--- src/rtl/pic_pkg.sv ---
// ---------------------------------------------------------------------------
// pic_pkg
// Shared definitions for the interrupt controller slice: the interrupt
// acknowledge FSM state encoding, the vector width, and the default pulse
// and gap timing. The defaults are shared so the PIC bench and the
// sequencer agree on NINTA timing.
// ---------------------------------------------------------------------------
package pic_pkg;

   localparam int VEC_W            = 8;
   localparam int DEF_PULSE_CYCLES = 2;
   localparam int DEF_GAP_CYCLES   = 1;
   localparam int DEF_SYNC_STAGES  = 2;

   // Acknowledge sequence states. P1/P2 are the two NINTA low pulses, G1 is
   // the high gap between them, HOLD waits for the CPU to take the vector,
   // and RECOVER lets the synchronizer flush the stale request.
   typedef enum logic [2:0] {
      IDLE    = 3'd0,
      P1      = 3'd1,
      G1      = 3'd2,
      P2      = 3'd3,
      HOLD    = 3'd4,
      RECOVER = 3'd5
   } inta_state_e;

   // Largest of three timing parameters; sizes the shared down-counter.
   function automatic int max3(input int a, input int b, input int c);
      int m;
      m = a;
      if (b > m) m = b;
      if (c > m) m = c;
      return m;
   endfunction

endpackage

--- src/rtl/sync_bit.sv ---
// ---------------------------------------------------------------------------
// sync_bit
// Single-bit synchronizer: a STAGES-deep flop chain that brings an
// asynchronous level into the clk domain. The chain clears on reset.
// Used for the PIC INT line here, and reusable for the PIC IR inputs.
//
// Ports:
//   clk    in   system clock, rising edge
//   reset  in   asynchronous, active-high reset
//   d      in   asynchronous input level
//   q      out  synchronized level, STAGES clocks after d
// ---------------------------------------------------------------------------
module sync_bit #(
   parameter int STAGES = 2
) (
   input  logic clk,
   input  logic reset,
   input  logic d,
   output logic q
);

   logic [STAGES-1:0] sync_q;
   logic [STAGES-1:0] sync_d;

   // Shift the input in at bit 0; the oldest sample leaves at the top.
   always_comb begin
      sync_d = {sync_q[STAGES-2:0], d};
   end

   always_ff @(posedge clk or posedge reset) begin
      if (reset) begin
         sync_q <= '0;
      end else begin
         sync_q <= sync_d;
      end
   end

   assign q = sync_q[STAGES-1];

endmodule

--- src/rtl/inta_sequencer.sv ---
// ---------------------------------------------------------------------------
// inta_sequencer
// CPU-side interrupt acknowledge engine for an 8259A-style PIC. It
// synchronizes INT, runs the two-pulse NINTA acknowledge cycle, captures
// the vector from D at the end of the second pulse, and offers it to the
// CPU over a valid/ready handshake.
//
// Ports:
//   clk        in   system clock, rising edge
//   reset      in   asynchronous, active-high reset
//   INT        in   interrupt request from the PIC (asynchronous)
//   ien        in   CPU interrupt enable, gates only the start of a sequence
//   D          in   PIC data bus, sampled at the end of the second pulse
//   NINTA      out  active-low acknowledge to the PIC (registered)
//   vec_valid  out  captured vector available
//   vec_data   out  captured vector
//   vec_ready  in   CPU accepts the vector
//   busy       out  high whenever the FSM is not IDLE
//   spurious   out  vector was acknowledged after the request was withdrawn
//
// Build option:
//   INTA_SPURIOUS_CHK_EN  when defined, the synchronized request is sampled
//                         in the first P1 cycle and spurious reports a
//                         withdrawn request alongside the vector. When not
//                         defined, spurious is tied low.
// ---------------------------------------------------------------------------
module inta_sequencer
   import pic_pkg::*;
#(
   parameter int PULSE_CYCLES = DEF_PULSE_CYCLES,
   parameter int GAP_CYCLES   = DEF_GAP_CYCLES,
   parameter int SYNC_STAGES  = DEF_SYNC_STAGES
) (
   input  logic             clk,
   input  logic             reset,
   input  logic             INT,
   input  logic             ien,
   input  logic [VEC_W-1:0] D,
   output logic             NINTA,
   output logic             vec_valid,
   output logic [VEC_W-1:0] vec_data,
   input  logic             vec_ready,
   output logic             busy,
   output logic             spurious
);

   localparam int CNT_W = $clog2(max3(PULSE_CYCLES, GAP_CYCLES, SYNC_STAGES)) + 1;

   // Counter load values: each timed state runs until the counter hits zero,
   // so loading N-1 gives exactly N cycles in that state.
   localparam logic [CNT_W-1:0] PULSE_LOAD = CNT_W'(PULSE_CYCLES - 1);
   localparam logic [CNT_W-1:0] GAP_LOAD   = CNT_W'(GAP_CYCLES - 1);
   localparam logic [CNT_W-1:0] SYNC_LOAD  = CNT_W'(SYNC_STAGES - 1);

   logic int_s;

   inta_state_e      state_q, state_d;
   logic [CNT_W-1:0] cnt_q, cnt_d;
   logic             ninta_q, ninta_d;
   logic             valid_q, valid_d;
   logic [VEC_W-1:0] data_q, data_d;

   logic cnt_done;
   logic capture;
   logic handshake;

   sync_bit #(
      .STAGES (SYNC_STAGES)
   ) u_int_sync (
      .clk   (clk),
      .reset (reset),
      .d     (INT),
      .q     (int_s)
   );

   assign cnt_done  = (cnt_q == '0);
   assign capture   = (state_q == P2) && cnt_done;
   assign handshake = (state_q == HOLD) && vec_ready;

   // Next-state and registered-output logic. NINTA is computed one edge
   // ahead so the pin comes straight from a flop. vec_ready only matters in
   // HOLD, which is the only state where the vector is valid.
   always_comb begin
      state_d = state_q;
      cnt_d   = cnt_q;
      ninta_d = ninta_q;
      valid_d = valid_q;
      data_d  = data_q;

      case (state_q)
         IDLE: begin
            if (int_s && ien) begin
               state_d = P1;
               cnt_d   = PULSE_LOAD;
               ninta_d = 1'b0;
            end
         end
         P1: begin
            if (cnt_done) begin
               state_d = G1;
               cnt_d   = GAP_LOAD;
               ninta_d = 1'b1;
            end else begin
               cnt_d = cnt_q - CNT_W'(1);
            end
         end
         G1: begin
            if (cnt_done) begin
               state_d = P2;
               cnt_d   = PULSE_LOAD;
               ninta_d = 1'b0;
            end else begin
               cnt_d = cnt_q - CNT_W'(1);
            end
         end
         P2: begin
            if (cnt_done) begin
               state_d = HOLD;
               ninta_d = 1'b1;
               valid_d = 1'b1;
               data_d  = D;
            end else begin
               cnt_d = cnt_q - CNT_W'(1);
            end
         end
         HOLD: begin
            if (vec_ready) begin
               state_d = RECOVER;
               cnt_d   = SYNC_LOAD;
               valid_d = 1'b0;
            end
         end
         RECOVER: begin
            // int_s still reflects the request that was just acknowledged;
            // ignore it until the synchronizer has had time to flush.
            if (cnt_done) begin
               state_d = IDLE;
            end else begin
               cnt_d = cnt_q - CNT_W'(1);
            end
         end
         default: begin
            state_d = IDLE;
            cnt_d   = '0;
            ninta_d = 1'b1;
            valid_d = 1'b0;
         end
      endcase
   end

   // Reset drives NINTA high immediately and drops any partial vector.
   always_ff @(posedge clk or posedge reset) begin
      if (reset) begin
         state_q <= IDLE;
         cnt_q   <= '0;
         ninta_q <= 1'b1;
         valid_q <= 1'b0;
         data_q  <= '0;
      end else begin
         state_q <= state_d;
         cnt_q   <= cnt_d;
         ninta_q <= ninta_d;
         valid_q <= valid_d;
         data_q  <= data_d;
      end
   end

`ifdef INTA_SPURIOUS_CHK_EN
   logic req_seen_q, req_seen_d;
   logic spur_q, spur_d;

   // The request is checked once, in the first P1 cycle (counter still at
   // its load value). A low request there means the PIC withdrew INT after
   // we committed; the pair still completes and the vector is flagged.
   always_comb begin
      req_seen_d = req_seen_q;
      spur_d     = spur_q;
      if ((state_q == P1) && (cnt_q == PULSE_LOAD)) begin
         req_seen_d = int_s;
      end
      if (capture) begin
         spur_d = ~req_seen_q;
      end else if (handshake) begin
         spur_d = 1'b0;
      end
   end

   always_ff @(posedge clk or posedge reset) begin
      if (reset) begin
         req_seen_q <= 1'b0;
         spur_q     <= 1'b0;
      end else begin
         req_seen_q <= req_seen_d;
         spur_q     <= spur_d;
      end
   end

   assign spurious = spur_q;
`else
   logic unused_flags;
   assign unused_flags = capture ^ handshake;
   assign spurious     = 1'b0;
`endif

   assign NINTA     = ninta_q;
   assign vec_valid = valid_q;
   assign vec_data  = data_q;
   assign busy      = (state_q != IDLE);

endmodule

--- config.mk ---
export PLATFORM = sky130hd
export DESIGN_NAME = inta_sequencer
export DESIGN_NICKNAME = d
export VERILOG_FILES = /design/src/rtl/pic_pkg.sv /design/src/rtl/sync_bit.sv /design/src/rtl/inta_sequencer.sv
export SDC_FILE = /design/constraint.sdc
export NUM_CORES = 1
export LEC_CHECK = 0
export CORE_MARGIN = 1
export CORE_UTILIZATION = 30
export DETAILED_ROUTE_END_ITERATION = 10
export HOLD_SLACK_MARGIN = 0.06
export PLACE_DENSITY = 0.65
export SYNTH_ARGS = -nofsm -noshare
export SYNTH_HDL_FRONTEND = slang
export SYNTH_SLANG_ARGS = --single-unit
--- constraint.sdc ---
create_clock -name clk -period 1.75 [get_ports clk]
set_clock_uncertainty 0.1 [all_clocks]
set_input_delay 0.175 -clock clk [delete_from_list [all_inputs] [get_ports clk]]
set_output_delay 0.175 -clock clk [all_outputs]
set_load 0.05 [all_outputs]
==> reports/metrics.cfg <==
[power]
power_frac_seq_pct=30.9
internal-power_mw=1.29
power.share.clock_pct=8.2
switching_share_pct=48.2
power_frac_comb_pct=60.9
power_switching_mw=1.20
leakagePower_nw=0.502
powerDensity_nw_per_um2=2150
max-vdd-ir-drop_uv=1040

[synth]
synth_seq_cells=17
synth_top_area_share_pct=45.1
synth-edff-count=0
ys.flop_type=dfrtp_1
yosysUniqueCellTypes=32
avgSynthCellArea_um2=11.4
ys_seq_area_share_pct=48.0
synth_area_um2=888
syn_nets=94
synth-warning-count=0
synth.area.top_cells=dfrtp_1 (45%), mux2_2 (10%), ha_1 (4.2%)
async_flop_share_pct=100
synth_cells=78
synth_area_leader_cell=dfrtp_1

[drt]
drt_iter0_markers=9
firstDrtPassIters=2
ant_nets=0
via_count=656
wire_per_inst_um=12.3
wl_um=1650
remaining_drc_errors=0
viasPerCell=4.90

[placed_design]
gp_congestion=0.807
dpl_cell_area_um2=1110
place_ws_ps=42.6
hpwl_um=1300
port_buffers=23

[job]
maxCapViolCount=0

[setup_path]
cp_max_fo=7
worst-setup-path-type=reg2out
cp.required_ps=1470
worst_path_largest_cell_delay_ps=450
worstSetupStartpointType=register
crit_path_cell_trace=buf_4 -> or3_1 -> buf_4
cpMostUsedCell=buf_4
end_kind=output port
slowest_stage=dfrtp_2
arrival_ps=1400

[sta]
fin_ws_ps=75.3
fin_setup_tns_ps=0
rsz0062_at_grt=false
max_freq_mhz=597
fin_crit_sh_pct=95.7
finalMaxSlewViolations=0
hold_violations=0
setup_viol=0
min_period_ps=1670

[clocking]
htree_levels=1
cts_setup_buffers=0
clock_path_buffers=2
path_clk_slew_ps=100
cts-root-buf=clkbuf_4
cts_tree=done
clock_sinks=17
cts_made_buffers=3
clkLatencyLatePin_ps=280

[cells_and_area]
fin_nets=120
diodes=0
nFillCells=263
layout-drive-gt1-share_pct=34.0
syn2layout_area_growth_pct=29.9
final_cell_area_um2=1150

[floorplanning]
ios=25
die_h_um=56.4
die_w_um=56.4
die_area_um2=3180
core_um2=2780
placementRows=19
start_util_pct=31.9

[global_route]
grt_pass1_wl_um=3090
overflow=0
grt_max_degree=18
grt_pass1_vias=706
grtUsageTotal_pct=12.4
antenna_found_initial=0

[outcome]
status=finished, final reports clean

[hold_path]
hp-class=in2async

## routing by layer
metal / up-vias / GRT usage [%] / part of all wire (%)
met1: 313 / 15.7 / 47
li1: 322 / - / -
met4: 0 / 5.23 / 0.48
met3: 2 / 1.38 / 2.7
met2: 19 / 21.3 / 50
met5: - / 0 / 0
## registers in the layout, indices dropped and copies added, names as in the netlist
register           count
NINTA                  1
vec_valid              1
vec_data               8
cnt_q                  2
u_int_sync.sync_q      2
state_q                3
## stage by stage
stage	hold WS [ps]	power, mW	util (%)	instances
floorplan	0.340	1.89	-	78
global placement	232	2.22	40.0	130
detailed placement	235	2.26	40.0	130
CTS	105	2.47	41.0	134
global route	124	2.66	41.5	134
finish	98.3	2.48	41.5	134
## power groups by stage
stage                     combinational [mW]  sequential [mW]  clock (mW)
after floorplan                        0.790             1.10           0
after global placement                  1.45            0.764           0
after detailed placement                1.49            0.771           0
after CTS                               1.49            0.768       0.216
after global routing                    1.62            0.803       0.230
final                                   1.51            0.767       0.204
## worst paths after layout
kind	from	slack [ps]	cells past startpoint	end
min in group clk	INT	220	1	u_int_sync.sync_q[0]
hold reg to reg	u_int_sync.sync_q[0]	260	0	u_int_sync.sync_q[1]
setup / recovery	state_q[2]	80	3	busy
setup reg to reg	cnt_q[0]	180	6	cnt_q[1]
max in group asynchronous	reset	1200	3	NINTA
hold / removal	reset	100	3	vec_valid
## cell families (layout without fill, tap and decap cells)
| kind of cell | Yosys count | in the layout | synth area share [%] |
|---|---|---|---|
| mux | 9 | 9 | 11.3 |
| flops | 17 | 17 | 48.0 |
| xor+xnor | 2 | 2 | 1.97 |
| simple gates | 14 | 14 | 9.30 |
| compound gates | 20 | 20 | 16.9 |
| buf+inv | 12 | 37 | 7.89 |
| fa+ha+maj | 3 | 3 | 4.23 |
| other cells | 1 | 1 | 0.422 |
## critical path: cells and delay by family, from the launching register on
family | cells | cell delay [ps]
buf+inv | 2 | 360
flops | 1 | 450
simple gates | 1 | 300
## cell usage after synthesis (2+ instances only)
master	n
dfrtp_1	16
mux2_2	8
o21ai_0	6
inv_1	5
nand2_1	5
nor2_1	4
a21oi_1	3
ha_1	3
a31oi_1	2
buf_2	2
buf_4	2
buf_6	2
## what timing repair did
item / 4_1_cts / 5_1_grt
gates resized for setup: 1 / 3
hold buffers: 0 / 0
cloned: 0 / 0
setup endpoints to repair: 1 / 3
## placed cells by master, fill, tap and decap left out, types with 2 or more instances in the layout
cell and count:
clkbuf_4 3, ha_1 2, nand2_1 5, dfrtp_1 14, o21ai_0 6, nor2_1 4, a21oi_1 3, inv_1 5
a31oi_1 2, buf_4 15, mux2_2 8, clkdlybuf4s50_1 12, dfrtp_2 2
## area by class of cell
type	count	area, um2	share of cell area [%]
Clock buffer	4	26.3	2.28
Inverter	6	22.5	1.95
Multi-Input combinational cell	49	404	35.0
Sequential cell	17	429	37.2
Tap cell	31	38.8	3.36
Timing Repair Buffer	27	233	20.2
Note: power is estimated with default switching activity, not from simulation.
